--- src/rtl/fetch_stage_if.sv ---
// Bus bundle between the fetch stage, instruction memory and the IF/ID consumer.
// Purely structural, so it adds no latency.
// No flow control of its own: hold/flush arrive on the fetch stage's plain ports.
interface fetch_stage_if;
    logic [11:0] address_imem;    // instruction memory address (current PC)
    logic [31:0] q_imem;          // instruction word at address_imem, same cycle
    logic [31:0] ifid_insn;       // latched instruction toward decode
    logic [11:0] ifid_pc_next;    // PC+1 of the latched instruction
    logic        ifid_valid;      // 0 = bubble
    logic        ifid_predicted;  // latched instruction caused a fetch-time redirect

    // Fetch-stage side: drives the address and the IF/ID latch, receives the word.
    modport master (
        output address_imem,
        output ifid_insn,
        output ifid_pc_next,
        output ifid_valid,
        output ifid_predicted,
        input  q_imem
    );

    // Memory / decode side: supplies the word, observes the address and the latch.
    modport slave (
        input  address_imem,
        input  ifid_insn,
        input  ifid_pc_next,
        input  ifid_valid,
        input  ifid_predicted,
        output q_imem
    );
endinterface

--- src/rtl/fetch_stage.sv ---
// Instruction fetch: owns the PC, drives imem address, latches the word into IF/ID.
// One cycle from address_imem=A to the word at A on ifid_insn; redirect costs one bubble.
// stall holds PC and IF/ID; redirect_valid overrides stall and flushes IF/ID.
// Optional FETCH_JUMP_PREDICT_EN: redirect at fetch time on 'j' (opcode 5'b00001).
module fetch_stage #(
    parameter logic [11:0] RESET_PC = 12'd0,
    parameter logic [31:0] NOP_WORD = 32'd0
) (
    input  logic         clock,
    input  logic         reset,
    input  logic         stall,
    input  logic         redirect_valid,
    input  logic [11:0]  redirect_target,
    fetch_stage_if.master bus
);

    // Program counter and IF/ID latch state.
    logic [11:0] pc_q,      pc_d;
    logic [31:0] insn_q,    insn_d;
    logic [11:0] pc_next_q, pc_next_d;
    logic        valid_q,   valid_d;

    // Sequential successor; 12-bit arithmetic wraps FFF -> 000 silently.
    logic [11:0] pc_plus1;
    assign pc_plus1 = pc_q + 12'd1;

`ifdef FETCH_JUMP_PREDICT_EN
    logic pred_q, pred_d;
    logic is_jump;

    // 'j' is recognised from the opcode alone; its target is the low 12 bits.
    assign is_jump = (bus.q_imem[31:27] == 5'b00001);
`endif

    // Next-state selection: redirect > stall > (fetch-time jump) > PC+1.
    always_comb begin
        pc_d      = pc_q;
        insn_d    = insn_q;
        pc_next_d = pc_next_q;
        valid_d   = valid_q;
`ifdef FETCH_JUMP_PREDICT_EN
        pred_d    = pred_q;
`endif
        if (redirect_valid) begin
            // Flush: the word currently on q_imem is on the wrong path.
            pc_d      = redirect_target;
            insn_d    = NOP_WORD;
            pc_next_d = 12'd0;
            valid_d   = 1'b0;
`ifdef FETCH_JUMP_PREDICT_EN
            pred_d    = 1'b0;
`endif
        end else if (!stall) begin
            insn_d    = bus.q_imem;
            pc_next_d = pc_plus1;
            valid_d   = 1'b1;
`ifdef FETCH_JUMP_PREDICT_EN
            if (is_jump) begin
                // Tag the jump so decode does not redirect a second time.
                pc_d   = bus.q_imem[11:0];
                pred_d = 1'b1;
            end else begin
                pc_d   = pc_plus1;
                pred_d = 1'b0;
            end
`else
            pc_d      = pc_plus1;
`endif
        end
    end

    // State registers with synchronous reset overriding every other input.
    always_ff @(posedge clock) begin
        if (reset) begin
            pc_q      <= RESET_PC;
            insn_q    <= NOP_WORD;
            pc_next_q <= 12'd0;
            valid_q   <= 1'b0;
`ifdef FETCH_JUMP_PREDICT_EN
            pred_q    <= 1'b0;
`endif
        end else begin
            pc_q      <= pc_d;
            insn_q    <= insn_d;
            pc_next_q <= pc_next_d;
            valid_q   <= valid_d;
`ifdef FETCH_JUMP_PREDICT_EN
            pred_q    <= pred_d;
`endif
        end
    end

    // Outputs come straight from registers; address_imem is the PC itself.
    assign bus.address_imem = pc_q;
    assign bus.ifid_insn    = insn_q;
    assign bus.ifid_pc_next = pc_next_q;
    assign bus.ifid_valid   = valid_q;
`ifdef FETCH_JUMP_PREDICT_EN
    assign bus.ifid_predicted = pred_q;
`else
    assign bus.ifid_predicted = 1'b0;
`endif

endmodule

--- src/flat_wrapper.sv ---
// flat-port wrapper written by rule: the top's interface ports become plain ports
module fetch_stage_flat 
#(
    parameter logic [11:0] RESET_PC = 12'd0,
    parameter logic [31:0] NOP_WORD = 32'd0
)
  (clock, reset, stall, redirect_valid, redirect_target, bus_address_imem, bus_ifid_insn, bus_ifid_pc_next, bus_ifid_valid, bus_ifid_predicted, bus_q_imem);
  fetch_stage_if bus_i ();
  input  logic clock;
  input  logic reset;
  input  logic stall;
  input  logic redirect_valid;
  input  logic [11:0] redirect_target;
  output wire logic [$bits(bus_i.address_imem)-1:0] bus_address_imem;
  output wire logic [$bits(bus_i.ifid_insn)-1:0] bus_ifid_insn;
  output wire logic [$bits(bus_i.ifid_pc_next)-1:0] bus_ifid_pc_next;
  output wire logic [$bits(bus_i.ifid_valid)-1:0] bus_ifid_valid;
  output wire logic [$bits(bus_i.ifid_predicted)-1:0] bus_ifid_predicted;
  input wire logic [$bits(bus_i.q_imem)-1:0] bus_q_imem;
  assign bus_address_imem = bus_i.address_imem;
  assign bus_ifid_insn = bus_i.ifid_insn;
  assign bus_ifid_pc_next = bus_i.ifid_pc_next;
  assign bus_ifid_valid = bus_i.ifid_valid;
  assign bus_ifid_predicted = bus_i.ifid_predicted;
  assign bus_i.q_imem = bus_q_imem;
  fetch_stage #(.RESET_PC(RESET_PC), .NOP_WORD(NOP_WORD)) u_core (.clock(clock), .reset(reset), .stall(stall), .redirect_valid(redirect_valid), .redirect_target(redirect_target), .bus(bus_i));
endmodule
--- config.mk ---
export PLATFORM = sky130hd
export DESIGN_NAME = fetch_stage_flat
export DESIGN_NICKNAME = d
export VERILOG_FILES = /design/src/rtl/fetch_stage_if.sv /design/src/rtl/fetch_stage.sv /design/src/flat_wrapper.sv
export SDC_FILE = /design/constraint.sdc
export NUM_CORES = 1
export LEC_CHECK = 0
export CAP_MARGIN = 40
export CORE_AREA = 2 2 70 85
export DETAILED_ROUTE_END_ITERATION = 6
export DIE_AREA = 0 0 72 87
export GPL_TIMING_DRIVEN = 0
export PLACE_DENSITY = 0.84
export SLEW_MARGIN = 20
export SYNTH_ARGS = -nofsm -noshare
export SYNTH_HDL_FRONTEND = slang
export SYNTH_SLANG_ARGS = --single-unit
--- constraint.sdc ---
create_clock -name clock -period 4 [get_ports clock]
set_input_delay 0.4 -clock clock [delete_from_list [all_inputs] [get_ports clock]]
set_output_delay 0.4 -clock clock [all_outputs]
set_load 0.01 [all_outputs]
==> metrics.txt, run 1 <==
# TYPE chip_impl_metric gauge
chip_impl_info{name="status",value="complete, no violations"} 1
chip_impl_metric{name="fin_nets",unit=""} 417
chip_impl_metric{name="cpPeakStageDelay",unit="ns"} 0.57
chip_impl_metric{name="ir_drop",unit="mV"} 0.2186
chip_impl_metric{name="drt-pass1-iter-count",unit=""} 4
chip_impl_metric{name="netlist_area",unit="mm²"} 0.002397
chip_impl_metric{name="p_clk_share",unit="%"} 39.7
chip_impl_metric{name="grt.total_usage",unit="%"} 19.63
chip_impl_metric{name="cp.arrival",unit="ns"} 2.08
chip_impl_metric{name="io_pins",unit=""} 106
chip_impl_metric{name="drt-wirelength-per-cell",unit="µm"} 13.42
chip_impl_info{name="synth_top_cells_by_area",value="sky130_fd_sc_hd__dfxtp_1 (48%), sky130_fd_sc_hd__mux2i_1 (16%), sky130_fd_sc_hd__nor2_1 (8.3%)"} 1
chip_impl_info{name="tritoncts_clock_tree",value="yes"} 1
chip_impl_info{name="crit_path_cell_trace",value="clkdlybuf4s50_1 > or2_2 > clkbuf_1 > clkbuf_1 > nor2_1"} 1
chip_impl_metric{name="antenna_found_initial",unit=""} 0
chip_impl_metric{name="cts_made_buffers",unit=""} 9
chip_impl_metric{name="detailed_place_hpwl",unit="mm"} 4.411
chip_impl_metric{name="yosysTopAreaCellShare",unit="%"} 47.60
chip_impl_metric{name="share_of_post_route_cells_with_drive_strength_above_1",unit="%"} 8.579
chip_impl_metric{name="cts_sinks",unit=""} 57
chip_impl_metric{name="fmax",unit="GHz"} 0.5339
chip_impl_metric{name="fp.dieW",unit="µm"} 72
chip_impl_metric{name="area.growth.synth_to_final",unit="%"} 54.54
chip_impl_metric{name="setup_violations",unit=""} 0
chip_impl_metric{name="drt_first_iter_violations",unit=""} 143
chip_impl_metric{name="pin_slew_with_the_least_headroom_to_its_limit",unit="ns"} 0.5554
chip_impl_metric{name="required",unit="ns"} 4.21
chip_impl_metric{name="post_synth_num_cell_types",unit=""} 37
chip_impl_metric{name="rows",unit=""} 30
chip_impl_metric{name="leakagePower",unit="nW"} 1.471
chip_impl_metric{name="layout_min_cycle_time",unit="ns"} 1.873
chip_impl_metric{name="numPortBuffers",unit=""} 103
chip_impl_info{name="final_cell_mix",value="sky130_fd_sc_hd__clkdlybuf4s50_1 (103), sky130_fd_sc_hd__dfxtp_1 (57), sky130_fd_sc_hd__nor2_1 (53)"} 1
chip_impl_metric{name="cts_buffer_depth",unit=""} 2
chip_impl_info{name="timing_worst_setup_path_type",value="input pin to flop"} 1
chip_impl_metric{name="initial_cell_density_of_the_core",unit="%"} 43.45
chip_impl_metric{name="cts_repair_resize_count",unit=""} 0
chip_impl_metric{name="relative_contribution_of_sequential_cells_to_total_power",unit="%"} 45.6
chip_impl_metric{name="power.switching_fraction",unit="%"} 24.83
chip_impl_metric{name="grt_first_pass_wirelength",unit="mm"} 9.287
chip_impl_metric{name="vias_per_cell",unit=""} 4.899
chip_impl_metric{name="clkLatencyLatePin",unit="ns"} 0.34
chip_impl_metric{name="largest_net_degree_at_the_start_of_global_routing",unit=""} 11
chip_impl_info{name="layout_commonest_cell",value="sky130_fd_sc_hd__clkdlybuf4s50_1"} 1
chip_impl_metric{name="seq_area",unit="mm²"} 0.001141
chip_impl_metric{name="worst_clock_skew",unit="ns"} 0.005839
chip_impl_info{name="clockRootBuffer",value="sky130_fd_sc_hd__clkbuf_8"} 1
chip_impl_metric{name="maxSlewHeadroom",unit="%"} 62.84
chip_impl_metric{name="die-area",unit="mm²"} 0.006264
chip_impl_info{name="critical_path.top_delay_family",value="buffers and inverters"} 1
chip_impl_metric{name="drt_wl_total",unit="mm"} 5.864
chip_impl_metric{name="dr_total_vias",unit=""} 2141
chip_impl_metric{name="cp.buffers_inverters",unit=""} 3
chip_impl_metric{name="ys_ff_latch",unit=""} 57
chip_impl_metric{name="fillerInstances",unit=""} 454
chip_impl_metric{name="internal",unit="mW"} 1.011
chip_impl_metric{name="timing.max_cap.violations",unit=""} 0
chip_impl_metric{name="pwr_density_cell",unit="mW/mm²"} 362.8
chip_impl_metric{name="n_antenna_cell",unit=""} 0
chip_impl_metric{name="final_antenna_net_count",unit=""} 0
chip_impl_info{name="worst_setup_path_end_kind",value="flop"} 1
chip_impl_metric{name="crit_path_max_fanout",unit=""} 10
chip_impl_metric{name="syn_nets",unit=""} 303
chip_impl_metric{name="post-route-period-util",unit="%"} 46.82
chip_impl_metric{name="cts.reportedPaths.clkPinSlew",unit="ns"} 0.07
chip_impl_info{name="cell_seen_most_often_among_critical_path_stages",value="sky130_fd_sc_hd__clkbuf_1"} 1
chip_impl_metric{name="cts_htree_levels",unit=""} 3
chip_impl_metric{name="final_max_slew_viol_count",unit=""} 0
chip_impl_metric{name="synthesis.area_per_instance",unit="µm²"} 9.438
chip_impl_metric{name="cts-hold-fix-buffers",unit=""} 0
chip_impl_metric{name="finalHoldWorstSlack",unit="ns"} 0.4524
chip_impl_metric{name="globalplace.congestion",unit=""} 0.7868
chip_impl_metric{name="synth.yosys.seq_area_share",unit="%"} 47.60
chip_impl_info{name="worstSetupStartpointType",value="input pin"} 1
chip_impl_metric{name="finalSetupTns",unit="ns"} 0
chip_impl_metric{name="grt_pass1_vias",unit=""} 2030
chip_impl_metric{name="synthesis.instances",unit=""} 254
chip_impl_metric{name="area_used_by_multi_input_combinational_logic",unit="mm²"} 0.001154
chip_impl_metric{name="die_h",unit="µm"} 87
chip_impl_metric{name="postCtsSetupRepairBufs",unit=""} 0
chip_impl_info{name="min-delay-path-class",value="flop to flop"} 1
chip_impl_metric{name="drc_errors",unit=""} 0
chip_impl_metric{name="hold_viol",unit=""} 0
chip_impl_metric{name="core-area",unit="mm²"} 0.005518
chip_impl_metric{name="p_comb_share",unit="%"} 14.7
chip_impl_metric{name="ys.warnings.count",unit=""} 0
chip_impl_info{name="yosys.area.top_type",value="sky130_fd_sc_hd__dfxtp_1"} 1
chip_impl_metric{name="grt-ovfl-total",unit=""} 0
chip_impl_info{name="critical-path-slowest-cell",value="sky130_fd_sc_hd__clkdlybuf4s50_1"} 1
chip_impl_metric{name="power_switching",unit="µW"} 333.8
chip_impl_info{name="grt_setup_unrepaired",value="false"} 1
[through the flow]
stage	util, %	cells	total power, mW	cell area (µm²)	setup slack, ns
after CTS	67.14	437	1.359	3705	2.100
final	67.14	437	1.344	3705	2.127
after global routing	67.14	437	1.403	3705	1.943
after global placement	63.58	421	0.8196	3508	1.765
after detailed placement	63.58	421	0.8246	3508	1.729
after floorplan	-	254	0.7132	2397	2.393
[cells by family after synthesis]
group	Yosys count	share of synthesized area [%]
DFF	57	47.60
buffers and inverters	24	4.280
AOI/OAI and AO/OA	36	8.873
xor gates and xnor gates	17	6.211
and+or+nand+nor	80	16.49
muxes	38	15.87
other	1	0.1564
adders and majority gates	1	0.5218
[routing by layer]
metal  global-route usage, %  vias to the layer above  wire length, µm
met5                       0                        -                0
met3                   7.870                        7              355
li1                        -                     1075                -
met2                   33.75                       69             3095
met4                   7.204                        0               90
met1                   21.74                      990             2321
[state kept, by name, indices dropped and copies added, names as in the netlist]
name,count
u_core.bus.ifid_pc_next,12
u_core.bus.ifid_valid,1
u_core.bus.address_imem,12
u_core.bus.ifid_insn,32
[layout make-up]
type	count	share of cell area, %
sequential	57	30.80
inverter	8	0.8105
clock buffer	11	3.816
multi-input combinational	173	31.14
timing repair buffer	103	27.83
buffer	16	1.959
tap	64	2.161
clock inverter	5	1.486
[worst reg2reg max path, cell delays in order, from the launching register on]
cell and delay (ns):
sky130_fd_sc_hd__dfxtp_1 0.50, sky130_fd_sc_hd__ha_1 0.31, sky130_fd_sc_hd__nand4b_1 0.22, sky130_fd_sc_hd__or3_1 0.36
sky130_fd_sc_hd__a21o_1 0.20, sky130_fd_sc_hd__a21oi_2 0.12
[Yosys cell counts]
cell type	n
sky130_fd_sc_hd__o31a_1	1
sky130_fd_sc_hd__buf_2	7
sky130_fd_sc_hd__nor4_2	1
sky130_fd_sc_hd__xor2_1	5
sky130_fd_sc_hd__nand2_1	6
sky130_fd_sc_hd__nor2_1	53
sky130_fd_sc_hd__a211oi_1	1
sky130_fd_sc_hd__o21ai_1	2
sky130_fd_sc_hd__a21o_1	1
sky130_fd_sc_hd__o21a_1	4
sky130_fd_sc_hd__nand4_1	1
sky130_fd_sc_hd__nand4b_1	2
sky130_fd_sc_hd__ha_1	1
sky130_fd_sc_hd__o21ai_0	7
sky130_fd_sc_hd__mux2i_1	38
sky130_fd_sc_hd__or3_1	1
sky130_fd_sc_hd__o31ai_2	1
sky130_fd_sc_hd__buf_4	1
sky130_fd_sc_hd__nand2b_1	1
sky130_fd_sc_hd__nor4_1	1
sky130_fd_sc_hd__conb_1	1
sky130_fd_sc_hd__clkbuf_1	7
sky130_fd_sc_hd__nand3_2	2
sky130_fd_sc_hd__nand3_1	3
sky130_fd_sc_hd__xnor2_1	12
sky130_fd_sc_hd__inv_1	8
sky130_fd_sc_hd__nor3_1	4
sky130_fd_sc_hd__buf_1	1
sky130_fd_sc_hd__or2_2	1
sky130_fd_sc_hd__nor4_4	1
sky130_fd_sc_hd__nand4_2	1
sky130_fd_sc_hd__a21oi_2	1
sky130_fd_sc_hd__dfxtp_1	57
sky130_fd_sc_hd__o211ai_1	1
sky130_fd_sc_hd__and2_1	1
sky130_fd_sc_hd__nand3_4	1
sky130_fd_sc_hd__a21oi_1	17
[power groups by stage]
stage	logic, mW	clock network, mW	registers (mW)
final	0.198	0.534	0.613
after global routing	0.215	0.571	0.616
after CTS	0.200	0.546	0.613
after detailed placement	0.199	0	0.626
after global placement	0.195	0	0.625
after floorplan	0.0799	0	0.633
[final timing paths]
check        slack [ns]                       start                          to  depth (start not counted)
max                2.13                       reset    u_core.bus.ifid_insn[12]                          5
min                0.45       u_core.bus.ifid_valid       u_core.bus.ifid_valid                          2
max reg2reg        2.24  u_core.bus.address_imem[0]  u_core.bus.address_imem[6]                          5
min reg2reg        0.45       u_core.bus.ifid_valid       u_core.bus.ifid_valid                          2
Power figures use the tool's default switching activity.
==> run 2: changes to the inputs <==
--- a/config.mk
+++ b/config.mk
@@ -6,11 +6,11 @@
 export NUM_CORES = 1
 export LEC_CHECK = 0
 export CAP_MARGIN = 40
-export CORE_AREA = 2 2 70 85
+export CORE_AREA = 2 2 76 93
 export DETAILED_ROUTE_END_ITERATION = 6
-export DIE_AREA = 0 0 72 87
+export DIE_AREA = 0 0 78 95
 export GPL_TIMING_DRIVEN = 0
-export PLACE_DENSITY = 0.84
+export PLACE_DENSITY = 0.75
 export SLEW_MARGIN = 20
 export SYNTH_ARGS = -nofsm -noshare
 export SYNTH_HDL_FRONTEND = slang
==> constraint.sdc (replaced) <==
create_clock -name clock -period 1.64 [get_ports clock]
set_input_delay 0.164 -clock clock [delete_from_list [all_inputs] [get_ports clock]]
set_output_delay 0.164 -clock clock [all_outputs]
set_load 0.01 [all_outputs]
==> run 2 against run 1 <==
Setup slack worse by 2.1 ns. Clock skew up 0.0049 ns. Via count rose by 0.56%. Combinational power increased by 140%. Non-clock buffer count is 1 lower. Largest power group unchanged. Register-to-register slack lost 2.2 ns. Die area increased by 18%.
==> metrics.txt, run 2 (synthesis gave the netlist of run 1 again) <==
# TYPE chip_impl_metric gauge
chip_impl_metric{name="maxSlewHeadroom",unit="%"} 61.77
chip_impl_metric{name="hold_viol",unit=""} 0
chip_impl_metric{name="share_of_post_route_cells_with_drive_strength_above_1",unit="%"} 9.946
chip_impl_metric{name="cp.arrival",unit="ns"} 1.85
chip_impl_metric{name="fmax",unit="GHz"} 0.6314
chip_impl_metric{name="numPortBuffers",unit=""} 103
chip_impl_metric{name="fp.dieW",unit="µm"} 78
chip_impl_metric{name="setup_violations",unit=""} 0
chip_impl_metric{name="antenna_found_initial",unit=""} 0
chip_impl_info{name="worstSetupStartpointType",value="flop"} 1
chip_impl_metric{name="required",unit="ns"} 1.90
chip_impl_metric{name="drt_wl_total",unit="mm"} 5.918
chip_impl_metric{name="io_pins",unit=""} 106
chip_impl_info{name="grt_setup_unrepaired",value="true"} 1
chip_impl_metric{name="cts.reportedPaths.clkPinSlew",unit="ns"} 0.07
chip_impl_metric{name="grt_pass1_vias",unit=""} 2046
chip_impl_metric{name="pin_slew_with_the_least_headroom_to_its_limit",unit="ns"} 0.5714
chip_impl_metric{name="n_antenna_cell",unit=""} 0
chip_impl_metric{name="ir_drop",unit="mV"} 0.5188
chip_impl_metric{name="dr_total_vias",unit=""} 2153
chip_impl_metric{name="clkLatencyLatePin",unit="ns"} 0.32
chip_impl_metric{name="pwr_density_cell",unit="mW/mm²"} 864.6
chip_impl_metric{name="die-area",unit="mm²"} 0.007410
chip_impl_info{name="final_cell_mix",value="sky130_fd_sc_hd__clkdlybuf4s50_1 (103), sky130_fd_sc_hd__nor2_1 (53), sky130_fd_sc_hd__dfxtp_1 (53)"} 1
chip_impl_metric{name="core-area",unit="mm²"} 0.006606
chip_impl_metric{name="globalplace.congestion",unit=""} 0.7985
chip_impl_info{name="worst_setup_path_end_kind",value="flop"} 1
chip_impl_metric{name="timing.max_cap.violations",unit=""} 0
chip_impl_metric{name="drc_errors",unit=""} 0
chip_impl_metric{name="final_max_slew_viol_count",unit=""} 0
chip_impl_metric{name="grt-ovfl-total",unit=""} 0
chip_impl_info{name="layout_commonest_cell",value="sky130_fd_sc_hd__clkdlybuf4s50_1"} 1
chip_impl_metric{name="finalSetupTns",unit="ns"} 0
chip_impl_metric{name="worst_clock_skew",unit="ns"} 0.01074
chip_impl_metric{name="cts_htree_levels",unit=""} 3
chip_impl_metric{name="cts_buffer_depth",unit=""} 2
chip_impl_info{name="min-delay-path-class",value="input pin to flop"} 1
chip_impl_info{name="clockRootBuffer",value="sky130_fd_sc_hd__clkbuf_8"} 1
chip_impl_metric{name="layout_min_cycle_time",unit="ns"} 1.584
chip_impl_metric{name="largest_net_degree_at_the_start_of_global_routing",unit=""} 13
chip_impl_metric{name="final_antenna_net_count",unit=""} 0
chip_impl_metric{name="initial_cell_density_of_the_core",unit="%"} 36.29
chip_impl_metric{name="cts-hold-fix-buffers",unit=""} 0
chip_impl_metric{name="grt.total_usage",unit="%"} 16.78
chip_impl_metric{name="die_h",unit="µm"} 95
chip_impl_metric{name="vias_per_cell",unit=""} 4.691
chip_impl_metric{name="drt-pass1-iter-count",unit=""} 4
chip_impl_metric{name="post-route-period-util",unit="%"} 96.58
chip_impl_info{name="timing_worst_setup_path_type",value="flop to flop"} 1
chip_impl_metric{name="utilization",unit="%"} 56.42
chip_impl_metric{name="cts_made_buffers",unit=""} 9
chip_impl_metric{name="area.growth.synth_to_final",unit="%"} 55.48
chip_impl_metric{name="detailed_place_hpwl",unit="mm"} 4.438
chip_impl_metric{name="grt_first_pass_wirelength",unit="mm"} 9.715
chip_impl_metric{name="leakagePower",unit="nW"} 1.473
chip_impl_info{name="status",value="complete, no violations"} 1
chip_impl_metric{name="drt-wirelength-per-cell",unit="µm"} 12.89
chip_impl_metric{name="largest_register_ffs",unit=""} 32
chip_impl_info{name="tritoncts_clock_tree",value="yes"} 1
chip_impl_metric{name="cts_sinks",unit=""} 57
chip_impl_metric{name="crit_path_max_fanout",unit=""} 7
chip_impl_metric{name="drt_first_iter_violations",unit=""} 90
chip_impl_metric{name="rows",unit=""} 33
chip_impl_metric{name="fin_nets",unit=""} 416
## run 2: worst max-delay path, stage by stage, from the launching register on
cell and delay (ns):
sky130_fd_sc_hd__dfxtp_2 0.41, sky130_fd_sc_hd__ha_2 0.25, sky130_fd_sc_hd__nand4b_1 0.19, sky130_fd_sc_hd__or3_1 0.35
sky130_fd_sc_hd__a21o_1 0.20, sky130_fd_sc_hd__a21oi_2 0.12
## run 2: area by class of cell
cell class                 count  area [µm²]
timing repair buffer         103        1031
clock buffer                  10       127.6
clock inverter                 6       58.81
sequential                    57        1146
inverter                       8       30.03
multi-input combinational    173        1156
buffer                        15       68.82
tap                           87       108.9
fill                         612        2879
## run 2: worst paths after layout
path	from	end	slack, ns	cells after the start
min reg2reg	u_core.bus.ifid_valid	u_core.bus.ifid_valid	0.46	2
min	stall	u_core.bus.ifid_pc_next[6]	0.37	4
max reg2reg	u_core.bus.address_imem[0]	u_core.bus.address_imem[6]	0.06	5
max	u_core.bus.address_imem[0]	u_core.bus.address_imem[6]	0.06	5
## run 2: metal layers
metal | vias up | track usage [%] | part of all wire [%] | wire length [µm]
li1 | 1075 | - | - | -
met1 | 995 | 20.34 | 42 | 2473
met2 | 74 | 27.59 | 51 | 2991
met3 | 9 | 5.067 | 6.4 | 377
met4 | 0 | 7.310 | 1.3 | 75
met5 | - | 0 | 0 | 0
## run 2: report_power, final
| part | switching, mW | internal (mW) |
|---|---|---|
| registers | 0.0536 | 1.44 |
| clock network | 0.549 | 0.694 |
| logic | 0.197 | 0.286 |
| total | 0.800 | 2.42 |
## run 2: timing repair
action                                  in CTS  in global routing
gates cloned                                 0                  0
resized for setup                            2                  3
pin swaps                                    0                  0
setup buffers                                0                  0
hold endpoints to repair                     0                  0
endpoints found under the setup margin      22                  5
## run 2: per-stage QoR
step | cells | hold WS, ns | worst slack [ns] | area [µm²] | power (mW)
final | 459 | 0.3668 | 0.05610 | 3727 | 3.223
after global routing | 459 | 0.3754 | -0.03721 | 3727 | 3.379
after CTS | 459 | 0.3608 | 0.002827 | 3724 | 3.261
after detailed placement | 444 | 0.4536 | -0.4284 | 3537 | 2.011
after global placement | 444 | 0.4361 | -0.4152 | 3537 | 2.004
after floorplan | 254 | 0.3067 | 0.03280 | 2397 | 1.739
==> run 3: changes to the inputs <==
--- a/config.mk
+++ b/config.mk
@@ -11,6 +11,7 @@
 export DIE_AREA = 0 0 78 95
 export GPL_TIMING_DRIVEN = 0
 export PLACE_DENSITY = 0.75
+export REMOVE_ABC_BUFFERS = 1
 export SLEW_MARGIN = 20
 export SYNTH_ARGS = -nofsm -noshare
 export SYNTH_HDL_FRONTEND = slang
==> run 3 against run 2 <==
Via count shrank 2.8%. Hold slack lost 0.060 ns. Design area shrank 0.94%. Maximum frequency shrank 1.5%. Setup slack lost 0.024 ns. Sequential power is essentially flat. Largest cell class unchanged.
==> metrics.txt, run 3 (synthesis gave the netlist of run 1 again) <==
# TYPE chip_impl_metric gauge
chip_impl_info{name="status",value="complete, no violations"} 1
chip_impl_metric{name="cp.buffers_inverters",unit=""} 1
chip_impl_metric{name="leakagePower",unit="nW"} 1.451
chip_impl_metric{name="final_antenna_net_count",unit=""} 0
chip_impl_info{name="min-delay-path-class",value="input pin to flop"} 1
chip_impl_info{name="final_cell_mix",value="sky130_fd_sc_hd__clkdlybuf4s50_1 (101), sky130_fd_sc_hd__dfxtp_1 (53), sky130_fd_sc_hd__nor2_1 (52)"} 1
chip_impl_metric{name="die-area",unit="mm²"} 0.007410
chip_impl_metric{name="initial_cell_density_of_the_core",unit="%"} 36.29
chip_impl_metric{name="finalHoldWorstSlack",unit="ns"} 0.3070
chip_impl_metric{name="cts_sinks",unit=""} 57
chip_impl_metric{name="drt-pass1-iter-count",unit=""} 4
chip_impl_metric{name="grt_first_pass_wirelength",unit="mm"} 9.273
chip_impl_metric{name="rows",unit=""} 33
chip_impl_metric{name="required",unit="ns"} 1.48
chip_impl_metric{name="cts_made_buffers",unit=""} 9
chip_impl_metric{name="finalSetupTns",unit="ns"} 0
chip_impl_metric{name="cts.reportedPaths.clkPinSlew",unit="ns"} 0.07
chip_impl_metric{name="utilization",unit="%"} 55.89
chip_impl_info{name="critical_path.top_delay_family",value="buffers and inverters"} 1
chip_impl_metric{name="core-area",unit="mm²"} 0.006606
chip_impl_metric{name="setup_violations",unit=""} 0
chip_impl_metric{name="fin_nets",unit=""} 404
chip_impl_info{name="crit_path_cell_trace",value="clkdlybuf4s50_1"} 1
chip_impl_metric{name="grt-ovfl-total",unit=""} 0
chip_impl_info{name="critical-path-slowest-cell",value="sky130_fd_sc_hd__clkdlybuf4s50_1"} 1
chip_impl_metric{name="cts_htree_levels",unit=""} 3
chip_impl_metric{name="hold_viol",unit=""} 0
chip_impl_metric{name="post-route-period-util",unit="%"} 98.02
chip_impl_metric{name="vias_per_cell",unit=""} 4.682
chip_impl_metric{name="pin_slew_with_the_least_headroom_to_its_limit",unit="ns"} 0.7608
chip_impl_metric{name="cts-hold-fix-buffers",unit=""} 0
chip_impl_info{name="worstSetupStartpointType",value="flop"} 1
chip_impl_metric{name="numPortBuffers",unit=""} 104
chip_impl_metric{name="cts_buffer_depth",unit=""} 2
chip_impl_metric{name="final_max_slew_viol_count",unit=""} 0
chip_impl_metric{name="area.growth.synth_to_final",unit="%"} 54.02
chip_impl_metric{name="fp.dieW",unit="µm"} 78
chip_impl_metric{name="worst_clock_skew",unit="ns"} 0.005480
chip_impl_metric{name="pwr_density_cell",unit="mW/mm²"} 850.1
chip_impl_metric{name="design_area",unit="mm²"} 0.003692
chip_impl_info{name="clockRootBuffer",value="sky130_fd_sc_hd__clkbuf_8"} 1
chip_impl_metric{name="n_antenna_cell",unit=""} 0
chip_impl_metric{name="placed_area",unit="mm²"} 0.003472
chip_impl_metric{name="drt_wl_total",unit="mm"} 5.923
chip_impl_metric{name="ir_drop",unit="mV"} 0.5586
chip_impl_metric{name="layout_min_cycle_time",unit="ns"} 1.608
chip_impl_metric{name="drt_first_iter_violations",unit=""} 99
chip_impl_info{name="grt_setup_unrepaired",value="true"} 1
chip_impl_metric{name="die_h",unit="µm"} 95
chip_impl_metric{name="share_of_post_route_cells_with_drive_strength_above_1",unit="%"} 8.889
chip_impl_metric{name="fmax",unit="GHz"} 0.6221
chip_impl_metric{name="postCtsSetupRepairBufs",unit=""} 0
chip_impl_info{name="worst_setup_path_end_kind",value="output pin"} 1
chip_impl_metric{name="largest_register_ffs",unit=""} 32
chip_impl_metric{name="timing.max_cap.violations",unit=""} 0
chip_impl_metric{name="drc_errors",unit=""} 0
chip_impl_metric{name="cp.arrival",unit="ns"} 1.44
chip_impl_metric{name="maxSlewHeadroom",unit="%"} 49.28
chip_impl_metric{name="crit_path_max_fanout",unit=""} 6
chip_impl_metric{name="grt_pass1_vias",unit=""} 1928
chip_impl_info{name="tritoncts_clock_tree",value="yes"} 1
chip_impl_info{name="timing_worst_setup_path_type",value="flop to output pin"} 1
chip_impl_metric{name="dr_total_vias",unit=""} 2093
chip_impl_metric{name="grt.total_usage",unit="%"} 16.13
chip_impl_metric{name="drt-wirelength-per-cell",unit="µm"} 13.25
chip_impl_metric{name="fin_total_pwr",unit="mW"} 3.139
chip_impl_metric{name="antenna_found_initial",unit=""} 0
chip_impl_metric{name="largest_net_degree_at_the_start_of_global_routing",unit=""} 54
chip_impl_info{name="layout_commonest_cell",value="sky130_fd_sc_hd__clkdlybuf4s50_1"} 1
chip_impl_metric{name="detailed_place_hpwl",unit="mm"} 3.877
chip_impl_metric{name="globalplace.congestion",unit=""} 0.8278
chip_impl_metric{name="clkLatencyLatePin",unit="ns"} 0.33
chip_impl_metric{name="cpPeakStageDelay",unit="ns"} 0.61
chip_impl_metric{name="io_pins",unit=""} 106
-- run 3: changes by cell type in the layout (fill, tap and decap cells not counted), moves of 2 or more --
cell / before / now
sky130_fd_sc_hd__buf_2: 7 / 0
sky130_fd_sc_hd__clkbuf_1: 7 / 2
sky130_fd_sc_hd__clkbuf_8: 9 / 11
sky130_fd_sc_hd__clkdlybuf4s50_1: 103 / 101
-- run 3: path summary, 6_finish.rpt --
| kind | to | from | slack [ns] | cells past startpoint |
|---|---|---|---|---|
| setup / recovery | bus_address_imem[3] | u_core.bus.address_imem[3] | 0.03 | 1 |
| hold / removal | u_core.bus.address_imem[6] | redirect_valid | 0.31 | 3 |
| setup reg to reg | u_core.bus.address_imem[6] | u_core.bus.address_imem[0] | 0.08 | 5 |
| hold reg to reg | u_core.bus.ifid_valid | u_core.bus.ifid_valid | 0.45 | 2 |
-- run 3: where the power goes --
group,total (mW),switching [mW],internal (mW)
Sequential,1.50,0.0593,1.44
Combinational,0.471,0.189,0.281
Clock,1.17,0.542,0.624
-- run 3: timing repair --
| action | 4_1_cts | 5_1_grt |
|---|---|---|
| cloned | 1 | 0 |
| endpoints found under the hold margin | 0 | 0 |
| endpoints found under the setup margin | 50 | 14 |
| gates resized for setup | 5 | 6 |
-- run 3: cell type report --
type	count	area [µm²]
Tap cell	87	108.9
Timing Repair Buffer	105	1055
Fill cell	579	2914
Clock inverter	3	15.01
Multi-Input combinational cell	174	1176
Clock buffer	13	158.9
Sequential cell	57	1149
Inverter	8	30.03
-- run 3: layer usage --
| metal | track usage (%) | share of wire (%) | routed length, µm | up-vias |
|---|---|---|---|---|
| li1 | - | - | - | 1060 |
| met5 | 0 | 0 | 0 | - |
| met3 | 4.302 | 5.5 | 326 | 11 |
| met2 | 25.36 | 48 | 2851 | 59 |
| met4 | 8.772 | 2.1 | 123 | 0 |
| met1 | 20.13 | 44 | 2621 | 963 |
-- run 3: metrics by stage --
stage	std cells	setup WS (ns)
6_report	447	0.03250
5_1_grt	447	-0.01694
4_1_cts	446	0.01466
3_5_place_dp	429	-0.8352
3_3_place_gp	429	-2.243
2_1_floorplan	238	0.03011
